===== src/rtl/scale_rom_arbiter.sv =====
// Shares one synchronous scale ROM between two requesters, one lookup granted per cycle.
// Define SCALE_ARB_RR_EN for round-robin arbitration; otherwise requester 0 has fixed priority.
module scale_rom_arbiter #(
    parameter int ADDR_W      = 4,
    parameter int DATA_W      = 8,
    parameter int ROM_LATENCY = 1
) (
    input  logic              clk,
    input  logic              reset,
    input  logic              req0,
    input  logic [ADDR_W-1:0] addr0,
    input  logic              req1,
    input  logic [ADDR_W-1:0] addr1,
    output logic              ack0,
    output logic              ack1,
    output logic [ADDR_W-1:0] rom_addr,
    input  logic [DATA_W-1:0] rom_dout,
    output logic [DATA_W-1:0] dout,
    output logic              valid0,
    output logic              valid1
);

    logic                   w_gnt0;
    logic                   w_gnt1;
    logic [ROM_LATENCY-1:0] w_vld_in;
    logic [ROM_LATENCY-1:0] w_id_in;
    logic [ROM_LATENCY-1:0] r_tag_vld;
    logic [ROM_LATENCY-1:0] r_tag_id;
    logic [DATA_W-1:0]      r_dout;
    logic                   r_valid0;
    logic                   r_valid1;

`ifdef SCALE_ARB_RR_EN
    logic r_last;

    always_ff @(posedge clk) begin
        if (reset) begin
            r_last <= 1'b1;
        end else if (w_gnt0) begin
            r_last <= 1'b0;
        end else if (w_gnt1) begin
            r_last <= 1'b1;
        end
    end
`endif

    // Grants are suppressed while reset is high so nothing reaches the ROM or tag pipe.
    always_comb begin
        w_gnt0 = 1'b0;
        w_gnt1 = 1'b0;
        if (!reset) begin
`ifdef SCALE_ARB_RR_EN
            if (req0 && req1) begin
                w_gnt0 = r_last;
                w_gnt1 = !r_last;
            end else begin
                w_gnt0 = req0;
                w_gnt1 = req1;
            end
`else
            w_gnt0 = req0;
            w_gnt1 = req1 && !req0;
`endif
        end
    end

    always_comb begin
        rom_addr = '0;
        if (w_gnt0) begin
            rom_addr = addr0;
        end else if (w_gnt1) begin
            rom_addr = addr1;
        end
    end

    assign ack0 = w_gnt0;
    assign ack1 = w_gnt1;

    // Tag stage 0 takes the current grant; later stages follow the ROM's internal delay.
    genvar gi;
    generate
        for (gi = 0; gi < ROM_LATENCY; gi++) begin : g_stage
            if (gi == 0) begin : g_head
                assign w_vld_in[gi] = w_gnt0 || w_gnt1;
                assign w_id_in[gi]  = w_gnt1;
            end else begin : g_body
                assign w_vld_in[gi] = r_tag_vld[gi-1];
                assign w_id_in[gi]  = r_tag_id[gi-1];
            end
        end
    endgenerate

    always_ff @(posedge clk) begin
        if (reset) begin
            r_tag_vld <= '0;
            r_tag_id  <= '0;
            r_dout    <= '0;
            r_valid0  <= 1'b0;
            r_valid1  <= 1'b0;
        end else begin
            r_tag_vld <= w_vld_in;
            r_tag_id  <= w_id_in;
            r_valid0  <= r_tag_vld[ROM_LATENCY-1] && !r_tag_id[ROM_LATENCY-1];
            r_valid1  <= r_tag_vld[ROM_LATENCY-1] && r_tag_id[ROM_LATENCY-1];
            if (r_tag_vld[ROM_LATENCY-1]) begin
                r_dout <= rom_dout;
            end
        end
    end

    assign dout   = r_dout;
    assign valid0 = r_valid0;
    assign valid1 = r_valid1;

endmodule


===== config.mk =====
export PLATFORM = sky130hd
export DESIGN_NAME = scale_rom_arbiter
export DESIGN_NICKNAME = d
export VERILOG_FILES = /design/src/rtl/scale_rom_arbiter.sv
export SDC_FILE = /design/constraint.sdc
export NUM_CORES = 1
export LEC_CHECK = 0
export ABC_AREA = 1
export ABC_CLOCK_PERIOD_IN_PS = 900
export CORE_MARGIN = 2
export CORE_UTILIZATION = 31
export DETAILED_ROUTE_END_ITERATION = 16
export GPL_TIMING_DRIVEN = 0
export HOLD_SLACK_MARGIN = 0.05
export PLACE_DENSITY = 0.76
export SLEW_MARGIN = 20
export SYNTH_ARGS = -nofsm -noshare
export SYNTH_HDL_FRONTEND = slang
export SYNTH_SLANG_ARGS = --single-unit

===== constraint.sdc =====
create_clock -name clk -period 0.9 [get_ports clk]
set_input_delay 0.135 -clock clk [delete_from_list [all_inputs] [get_ports clk]]
set_output_delay 0.135 -clock clk [all_outputs]
set_load 0.05 [all_outputs]

==> flow_summary.json, run 1 <==
{
  "final.min_clock_period_ps": 899.8,
  "route.antenna.remaining_nets": 0,
  "p_seq_share_pct": 39.0,
  "layout.area.seq_um2": 252.7,
  "place.gp.congestion": 0.6742,
  "power.ir.vdd_worst_mv": 1.267,
  "io_buffers": 35,
  "worst-path-max-fanout": 2,
  "grt.total_usage_pct": 20.58,
  "synth.largest_area_cell": "sky130_fd_sc_hd__dfxtp_1",
  "htree_num_levels": 1,
  "place.detailed.hpwl_um": 1011,
  "cp-end-kind": "output pin",
  "fmaxAchievable_mhz": 1111,
  "count_of_tritonroute_iterations_in_the_first_routing_pass": 4,
  "path_cells": "buf_8",
  "post_synth_instance_area_um2": 460.4,
  "cp.arrival_ps": 760,
  "timing.critical_path.to": "dout[6]",
  "least_margin_pin_slew_ps": 189.1,
  "route.detailed.vias_per_inst": 4.707,
  "die_width_um": 42.54,
  "post_synth_inst_count": 61,
  "num_antenna_cells": 0,
  "power-per-cell-area_mw_per_mm2": 1447,
  "core_box_area_mm2": 0.001350,
  "synthesis.nets": 81,
  "cts_tree": "yes",
  "ff2ff_setup_slack_ps": 100,
  "placementRows": 13,
  "clockPowerShare_pct": 27.2,
  "synthDistinctLibCells": 13,
  "unrepaired_setup_endpoints_after_global_routing": "true",
  "finish_stage_setup_viols": 0,
  "hold_path.class": "primary input to register",
  "cp_top_family": "flip-flops",
  "stdcell_count": 123,
  "post-synth-top-count-cell": "sky130_fd_sc_hd__nor2_1",
  "multi_input_area_um2": 239.0,
  "outcome": "completed",
  "synthToLayoutAreaGrowth_pct": 130.7,
  "slew_headroom_pct": 87.36,
  "criticalPathCategory": "register to output pin",
  "clk_root_buffer_cell": "sky130_fd_sc_hd__clkbuf_4",
  "drt_drc_violations_left": 0,
  "clock_tree_skew_after_final_layout_ps": 0.4378,
  "timing.final.hold_violations": 0,
  "synth_top_cells_by_area": "sky130_fd_sc_hd__dfxtp_1 (52%), sky130_fd_sc_hd__nor2_1 (14%), sky130_fd_sc_hd__nand2_1 (7.3%)",
  "first_global_vias": 613,
  "synth.ff_latch_count": 12,
  "critical_path.startpoint_type": "register",
  "highest_cell_delay_on_the_worst_timing_path_ps": 350,
  "power_switching_share_pct": 31.17,
  "fp.dieH_um": 42.54,
  "globalRouteOverflowTotal": 0,
  "routed-via-count": 579,
  "most_used_flip_flop_cell_after_synthesis": "sky130_fd_sc_hd__dfxtp_1",
  "cts-buffers-inserted": 3,
  "finish.utilization_pct": 78.68,
  "cts.reportedPaths.clkPinSlew_ps": 70,
  "top_level_i_o_count": 36,
  "cellLeakagePower_nw": 0.4867,
  "asyncSetResetFlopFracSynth_pct": 0,
  "power.total_w": 0.001537,
  "clock_latency_at_the_later_pin_of_the_worst_skew_pair_ps": 270,
  "cell_internal_pwr_w": 0.001058,
  "starting_density_of_the_core_pct": 34.11,
  "highest_delay_cell_along_the_critical_path": "sky130_fd_sc_hd__dfxtp_2",
  "power.share.combinational_pct": 33.8,
  "grt_max_degree": 11,
  "die-area_mm2": 0.001810,
  "number_of_antenna_violations_at_the_first_check_in_global_routing": 0,
  "yosysWarningCount": 0,
  "tritoncts_num_sinks": 12,
  "timing.final.crit_share_pct": 99.97,
  "worstReg2RegEnd": "dout[5]",
  "yosysSeqAreaShare_pct": 52.17,
  "count_of_flip_flops_with_a_built_in_enable_after_synthesis": 0,
  "commonest_cells_in_the_synthesized_netlist": "sky130_fd_sc_hd__nor2_1 (17), sky130_fd_sc_hd__dfxtp_1 (12), sky130_fd_sc_hd__nand2_1 (9)",
  "synth.top_cell.area_share_pct": 52.17,
  "reg2reg_from": "r_tag_vld",
  "num-nets-final": 129,
  "report.final.slew_viol_count": 0,
  "initialDrtViolationCount": 8,
  "timing.critical_path.required_ps": 760,
  "placedCellCount": 111,
  "deepest_clock_path_buffer_count": 2,
  "timing.reg2reg.worst_path_depth": 3,
  "drv.max_cap_violation_count": 0,
  "worst-path-buf-inv": 1,
  "filler_cell_count": 99,
  "worst_setup_path_startpoint": "dout[6]",
  "wl_per_cell_um": 12.60,
  "grt_first_pass_wirelength_um": 2801,
  "post_route_cells_drive_above_1_share_pct": 50.93,
  "switching_power_w": 0.0004791,
  "syn_area_per_cell_um2": 7.548,
  "drt_wl_total_um": 1550,
  "critical_path_depth": 1
}
-- metal layers --
layer	vias up	share of wire, %	global-route usage, %
met5	-	0	0
met4	0	0	3.750
met3	0	5.6	7.328
met2	20	54	36.31
met1	264	41	23.90
li1	295	-	-
-- flip-flops by register name, indices dropped and copies added (netlist names) --
name       count
dout           8
r_tag_id       1
r_tag_vld      1
valid0         1
valid1         1
-- worst min-delay path by stage --
stage | startpoint | to | slack, ps | depth (start not counted)
floorplan | reset | r_tag_vld | 200 | 1
finish | req0 | r_tag_vld | 130 | 3
global placement | r_tag_id | valid0 | 400 | 1
detailed placement | r_tag_id | valid0 | 420 | 1
CTS | reset | r_tag_vld | 120 | 3
global route | reset | r_tag_vld | 120 | 3
-- through the flow --
step	setup slack, ps	hold slack (ps)	setup TNS [ps]	area [um^2]
after floorplan	-101.9	204.1	-437.3	511.7
after global placement	-1266	402.0	-13610	880.8
after detailed placement	-1289	418.0	-13980	880.8
after CTS	-23.80	117.5	-88.17	1042
after global routing	-33.09	119.9	-352.0	1062
final	0.2324	129.3	0	1062
-- cell type report --
cell class / count / share of cell area (%)
sequential: 12 / 23.79
buffer: 1 / 1.060
tap: 15 / 1.767
timing repair buffer: 44 / 45.11
multi-input combinational: 43 / 22.50
inverter: 4 / 2.356
clock buffer: 4 / 3.416
-- power groups by stage --
| stage | sequential [W] | clock [W] | combinational, W |
|---|---|---|---|
| after global routing | 0.000603 | 0.000468 | 0.000551 |
| after CTS | 0.000597 | 0.000436 | 0.000508 |
| after global placement | 0.000593 | 0 | 0.000442 |
| final | 0.000599 | 0.000419 | 0.000519 |
| after detailed placement | 0.000594 | 0 | 0.000446 |
| after floorplan | 0.000699 | 0 | 0.000145 |
-- cell usage in the layout, fill, tap and decap left out, types with 4 or more instances in the layout --
master	instances
sky130_fd_sc_hd__buf_8	12
sky130_fd_sc_hd__dfxtp_2	10
sky130_fd_sc_hd__o21ai_1	6
sky130_fd_sc_hd__nand2_2	4
sky130_fd_sc_hd__clkbuf_4	4
sky130_fd_sc_hd__dlygate4sd2_1	7
sky130_fd_sc_hd__nand2_4	4
sky130_fd_sc_hd__buf_6	5
sky130_fd_sc_hd__clkdlybuf4s50_1	8
sky130_fd_sc_hd__nand4_1	4
sky130_fd_sc_hd__nor2_1	17
sky130_fd_sc_hd__buf_4	6
-- kinds of logic (layout without fill, tap and decap cells) --
kind of cell | count (synthesis) | after routing | share of synthesized area [%]
flops | 12 | 12 | 52.17
buf+inv | 6 | 53 | 6.793
simple gates | 34 | 34 | 31.25
compound gates | 9 | 9 | 9.782
-- timing repair --
action | 4_1_cts | 5_1_grt
setup endpoints to repair | 22 | 23
hold endpoints to repair | 3 | 0
gates cloned | 1 | 0
setup buffers | 5 | 1
hold buffers | 2 | 0
pin swaps | 9 | 9
resized for setup | 160 | 8
No activity file was read; power rests on OpenSTA's default activity.
==> inputs of run 2 (changes only) <==
--- a/config.mk
+++ b/config.mk
@@ -6,7 +6,6 @@
 export NUM_CORES = 1
 export LEC_CHECK = 0
 export ABC_AREA = 1
-export ABC_CLOCK_PERIOD_IN_PS = 900
 export CORE_MARGIN = 2
 export CORE_UTILIZATION = 31
 export DETAILED_ROUTE_END_ITERATION = 16
@@ -17,3 +16,4 @@
 export SYNTH_ARGS = -nofsm -noshare
 export SYNTH_HDL_FRONTEND = slang
 export SYNTH_SLANG_ARGS = --single-unit
+export TNS_END_PERCENT = 1
==> run 2 against run 1 <==
The flow now finishes with violations (negative setup slack). Combinational power is 4.8% lower. Sequential power hardly changed. Final cell count is 3.3% lower. Core utilization is 3.1 points lower. Worst setup slack worse by 8.6 ps. Maximum frequency is 0.95% lower. Clock skew hardly changed. Worst hold slack better by 30 ps. Sequential share of layout area is 0.96 points higher. Largest power group unchanged.
==> flow_summary.json, run 2 (synthesis results as in run 1) <==
{
  "outcome": "finished, violations left",
  "violations": "negative setup slack",
  "timing.critical_path.required_ps": 760,
  "worst-path-max-fanout": 2,
  "stdcell_count": 119,
  "die_width_um": 42.54,
  "final_cell_area_mm2": 0.001021,
  "core_box_area_mm2": 0.001350,
  "place.gp.congestion": 0.6976,
  "post_route_cells_drive_above_1_share_pct": 48.08,
  "routed-wl-met3_um": 100,
  "detailroute.wirelength.met2_um": 749,
  "grt_first_pass_wirelength_um": 2663,
  "timing.setup.tns_ps": -25.60,
  "largest_register_ff_count": 8,
  "grt_max_degree": 11,
  "die-area_mm2": 0.001810,
  "routed-via-count": 549,
  "number_of_antenna_violations_at_the_first_check_in_global_routing": 0,
  "routedLengthMet1_um": 682,
  "final_common_cell": "sky130_fd_sc_hd__nor2_1",
  "clock_latency_at_the_later_pin_of_the_worst_skew_pair_ps": 280,
  "num_antenna_cells": 0,
  "final.min_clock_period_ps": 908.4,
  "cts.reportedPaths.clkPinSlew_ps": 70,
  "tritoncts_num_sinks": 12,
  "fp.dieH_um": 42.54,
  "critical_path.startpoint_type": "register",
  "htree_num_levels": 1,
  "clk_root_buffer_cell": "sky130_fd_sc_hd__clkbuf_4",
  "drv.max_cap_violation_count": 0,
  "report.final.slew_viol_count": 0,
  "slew_headroom_pct": 83.44,
  "filler_cell_count": 97,
  "path_cells": "buf_6",
  "timing.final.hold_violations": 0,
  "count_of_tritonroute_iterations_in_the_first_routing_pass": 2,
  "wl_per_cell_um": 12.98,
  "criticalPathCategory": "register to output pin",
  "initialDrtViolationCount": 12,
  "grt.total_usage_pct": 20.19,
  "least_margin_pin_slew_ps": 250.1,
  "worst-path-buf-inv": 1,
  "topRoutingLayerUsed": "met4",
  "cp_top_family": "flip-flops",
  "power.ir.vdd_worst_mv": 1.140,
  "top_level_i_o_count": 36,
  "num-nets-final": 125,
  "route.detailed.vias_per_inst": 4.613,
  "fmaxAchievable_mhz": 1101,
  "timing.hold.ws_ps": 159.3,
  "hold_path.class": "primary input to register",
  "cp-end-kind": "output pin",
  "highest_cell_delay_on_the_worst_timing_path_ps": 340,
  "timing.final.ws_setup_ps": -8.365,
  "power-per-cell-area_mw_per_mm2": 1493,
  "cellLeakagePower_nw": 0.4654,
  "cts-buffers-inserted": 3,
  "power.total_w": 0.001524,
  "drt_drc_violations_left": 0,
  "timing.final.crit_share_pct": 100.9,
  "starting_density_of_the_core_pct": 34.11,
  "drt_wl_total_um": 1545,
  "mostFrequentLayoutCells": "sky130_fd_sc_hd__nor2_1 (17), sky130_fd_sc_hd__dfxtp_2 (10), sky130_fd_sc_hd__buf_6 (9), sky130_fd_sc_hd__buf_8 (9)",
  "placedInstanceArea_um2": 879.6,
  "unrepaired_setup_endpoints_after_global_routing": "true",
  "placementRows": 13,
  "place.detailed.hpwl_um": 1044,
  "highest_delay_cell_along_the_critical_path": "sky130_fd_sc_hd__dfxtp_2",
  "route.antenna.remaining_nets": 0,
  "placedCellCount": 111,
  "globalRouteOverflowTotal": 0,
  "deepest_clock_path_buffer_count": 2,
  "synthToLayoutAreaGrowth_pct": 121.7,
  "first_global_vias": 579,
  "finish_stage_setup_viols": 5,
  "io_buffers": 35,
  "clock_tree_skew_after_final_layout_ps": 0.5842,
  "cts_tree": "yes",
  "cp.arrival_ps": 770
}
## run 2: worst paths after layout
path,startpoint,end,slack (ps),cells past startpoint
setup / recovery,dout[2],dout[2],-8,1
hold / removal,req0,r_tag_vld,160,3
setup reg to reg,r_tag_vld,dout[7],90,4
hold reg to reg,r_tag_id,valid0,430,1
## run 2: cell type report
class                      count  area [um^2]  share of cell area, %
buffer                         2        22.52                  2.206
tap                           15        18.77                  1.838
clock buffer                   4        36.28                  3.554
multi-input combinational     43        239.0                  23.41
sequential                    12        252.7                  24.75
inverter                       4        25.02                  2.451
timing repair buffer          39        426.7                  41.79
## run 2: power by group
| group | internal, W | total [W] | switching [W] |
|---|---|---|---|
| clock | 0.000246 | 0.000433 | 0.000187 |
| sequential | 0.000572 | 0.000597 | 0.0000248 |
| combinational | 0.000219 | 0.000494 | 0.000276 |
## run 2: metrics by stage
step           setup WS (ps)  utilization (%)
6_report              -8.365            75.63
5_1_grt               -44.50            75.63
4_1_cts               -15.65            74.88
3_5_place_dp           -1287            65.15
3_3_place_gp           -1271            65.15
2_1_floorplan         -101.9                -
## run 2: layer usage
layer  vias up  global-route usage [%]
met4         0                   5.625
met3         2                   6.897
li1        286                       -
met2        21                   34.46
met5         -                       0
met1       240                   23.82
## run 2: timing repair
action,4_1_cts,5_1_grt
gates cloned,1,0
buffers inserted,1,0
pin swaps,11,3
hold endpoints to repair,4,0
setup endpoints to repair,23,21
gates resized for setup,157,6
hold buffers,2,0
==> inputs of run 3 (changes only) <==
--- a/config.mk
+++ b/config.mk
@@ -10,7 +10,6 @@
 export CORE_UTILIZATION = 31
 export DETAILED_ROUTE_END_ITERATION = 16
 export GPL_TIMING_DRIVEN = 0
-export HOLD_SLACK_MARGIN = 0.05
 export PLACE_DENSITY = 0.76
 export SLEW_MARGIN = 20
 export SYNTH_ARGS = -nofsm -noshare
==> run 3 against run 2 <==
Wire length shrank 4.7%. Clock skew hardly changed. The run still ends with negative setup slack left. Die area unchanged. Highest routed layer unchanged. Largest power group unchanged.
==> flow_summary.json, run 3 (synthesis results as in run 1) <==
{
  "power.ir.vdd_worst_mv": 1.129,
  "slew_headroom_pct": 83.44,
  "routed-via-count": 551,
  "synthToLayoutAreaGrowth_pct": 115.5,
  "largest_register_ff_count": 8,
  "htree_num_levels": 1,
  "timing.final.hold_violations": 0,
  "initialDrtViolationCount": 10,
  "criticalPathCategory": "register to output pin",
  "holdPathEnd": "valid1",
  "ctsHoldBuffers": 0,
  "placementRows": 13,
  "power-per-cell-area_mw_per_mm2": 1518,
  "clk_root_buffer_cell": "sky130_fd_sc_hd__clkbuf_4",
  "mostFrequentLayoutCells": "sky130_fd_sc_hd__nor2_1 (17), sky130_fd_sc_hd__dfxtp_2 (10), sky130_fd_sc_hd__buf_8 (9)",
  "final_common_cell": "sky130_fd_sc_hd__nor2_1",
  "grt_first_pass_wirelength_um": 2587,
  "hp-start": "reset",
  "report.final.slew_viol_count": 0,
  "cts.reportedPaths.clkPinSlew_ps": 70,
  "timing.final.crit_share_pct": 100.6,
  "hold_path.class": "primary input to register",
  "least_margin_pin_slew_ps": 250.0,
  "outcome": "finished, violations left",
  "detailroute.wirelength.met2_um": 736,
  "worstReg2RegEnd": "dout[7]",
  "finish.utilization_pct": 73.49,
  "top_level_i_o_count": 36,
  "cellLeakagePower_nw": 0.4516,
  "io_buffers": 35,
  "ff2ff_setup_slack_ps": 80,
  "wl_per_cell_um": 12.70,
  "cp-end-kind": "output pin",
  "cts-buffers-inserted": 3,
  "timing.critical_path.required_ps": 760,
  "filler_cell_count": 101,
  "path_cells": "buf_8",
  "deepest_clock_path_buffer_count": 2,
  "place.gp.congestion": 0.6976,
  "fmaxAchievable_mhz": 1104,
  "pre_cts_setup_slack_ps": -1287,
  "cp_top_family": "flip-flops",
  "reg2reg_from": "r_tag_vld",
  "die_width_um": 42.54,
  "final.min_clock_period_ps": 905.5,
  "count_of_tritonroute_iterations_in_the_first_routing_pass": 5,
  "num-nets-final": 122,
  "first_global_vias": 586,
  "worst-path-buf-inv": 1,
  "drt_drc_violations_left": 0,
  "unrepaired_setup_endpoints_after_global_routing": "true",
  "number_of_antenna_violations_at_the_first_check_in_global_routing": 0,
  "route.antenna.remaining_nets": 0,
  "clock_tree_skew_after_final_layout_ps": 0.8225,
  "fp.dieH_um": 42.54,
  "hold_path_depth": 2,
  "topRoutingLayerUsed": "met4",
  "cp.arrival_ps": 770,
  "timing.reg2reg.worst_path_depth": 4,
  "worst-path-max-fanout": 2,
  "critical_path.startpoint_type": "register",
  "violations": "negative setup slack",
  "grt_max_degree": 11,
  "highest_cell_delay_on_the_worst_timing_path_ps": 350,
  "place.detailed.hpwl_um": 1044,
  "drt_wl_total_um": 1473,
  "routed-wl-met3_um": 148,
  "die-area_mm2": 0.001810,
  "highest_delay_cell_along_the_critical_path": "sky130_fd_sc_hd__dfxtp_2",
  "post_route_cells_drive_above_1_share_pct": 48.51,
  "num_antenna_cells": 0,
  "finish_stage_setup_viols": 4,
  "globalRouteOverflowTotal": 0,
  "starting_density_of_the_core_pct": 34.11,
  "timing.final.ws_setup_ps": -5.527,
  "drv.max_cap_violation_count": 0,
  "core_box_area_mm2": 0.001350,
  "clock_latency_at_the_later_pin_of_the_worst_skew_pair_ps": 270,
  "route.detailed.vias_per_inst": 4.750,
  "tritoncts_num_sinks": 12,
  "cts_tree": "yes",
  "routedLengthMet1_um": 574,
  "critical_path_depth": 1,
  "grt.total_usage_pct": 19.40
}
[run 3: changes by cell type in the layout (fill, tap and decap cells not counted)]
| cell | before | now |
|---|---|---|
| sky130_fd_sc_hd__clkinv_4 | 1 | 0 |
| sky130_fd_sc_hd__buf_6 | 9 | 8 |
| sky130_fd_sc_hd__inv_4 | 2 | 1 |
| sky130_fd_sc_hd__inv_6 | 0 | 2 |
| sky130_fd_sc_hd__dlygate4sd3_1 | 2 | 0 |
[run 3: metal layers]
layer  track usage, %  vias up
li1                 -      281
met1            20.68      238
met2            32.31       30
met3            9.483        2
met4            8.125        0
met5                0        -
[run 3: worst max path at each step]
| stage | to | from |
|---|---|---|
| floorplan | rom_addr[0] | req0 |
| global placement | rom_addr[0] | reset |
| detailed placement | rom_addr[0] | reset |
| CTS | dout[2] | dout[2] |
| global route | dout[7] | dout[7] |
| finish | dout[6] | dout[6] |
[run 3: final cells by class]
type | count | area, um^2 | share of cell area (%)
Multi-Input combinational cell | 43 | 239.0 | 24.09
Inverter | 4 | 27.53 | 2.774
Timing Repair Buffer | 37 | 406.6 | 40.98
Tap cell | 15 | 18.77 | 1.892
Buffer | 1 | 11.26 | 1.135
Sequential cell | 12 | 252.7 | 25.47
Clock buffer | 4 | 36.28 | 3.657
[run 3: repair_timing]
item | CTS | global route
gates cloned | 1 | 0
hold endpoints to repair | 0 | 0
endpoints found under the setup margin | 23 | 21
gates resized for setup | 157 | 7
buffers inserted | 1 | 0
pin swaps | 11 | 6
[run 3: worst reg2reg max path, delay by kind of cell (launching register included)]
kind                   cells  cell delay [ps]
and+or+nand+nor            2              160
DFF                        1              340
buffers and inverters      2              220
[run 3: metrics by stage]
stage	total power, W	hold WS (ps)	TNS, ps	std cells	cell area (um^2)
floorplan	0.0008432	204.1	-446.2	61	510.5
detailed placement	0.001040	422.1	-13910	111	879.6
finish	0.001506	41.19	-11.51	116	992.2
global route	0.001589	23.70	-358.4	116	992.2
CTS	0.001517	24.96	-91.65	117	991.0
global placement	0.001035	401.2	-13690	111	879.6
[run 3: report_power, final]
part / switching [W] / leakage (nW) / internal, W
clock: 0.000181 / 0.0210 / 0.000246
sequential: 0.0000253 / 0.103 / 0.000572
combinational: 0.000273 / 0.328 / 0.000209
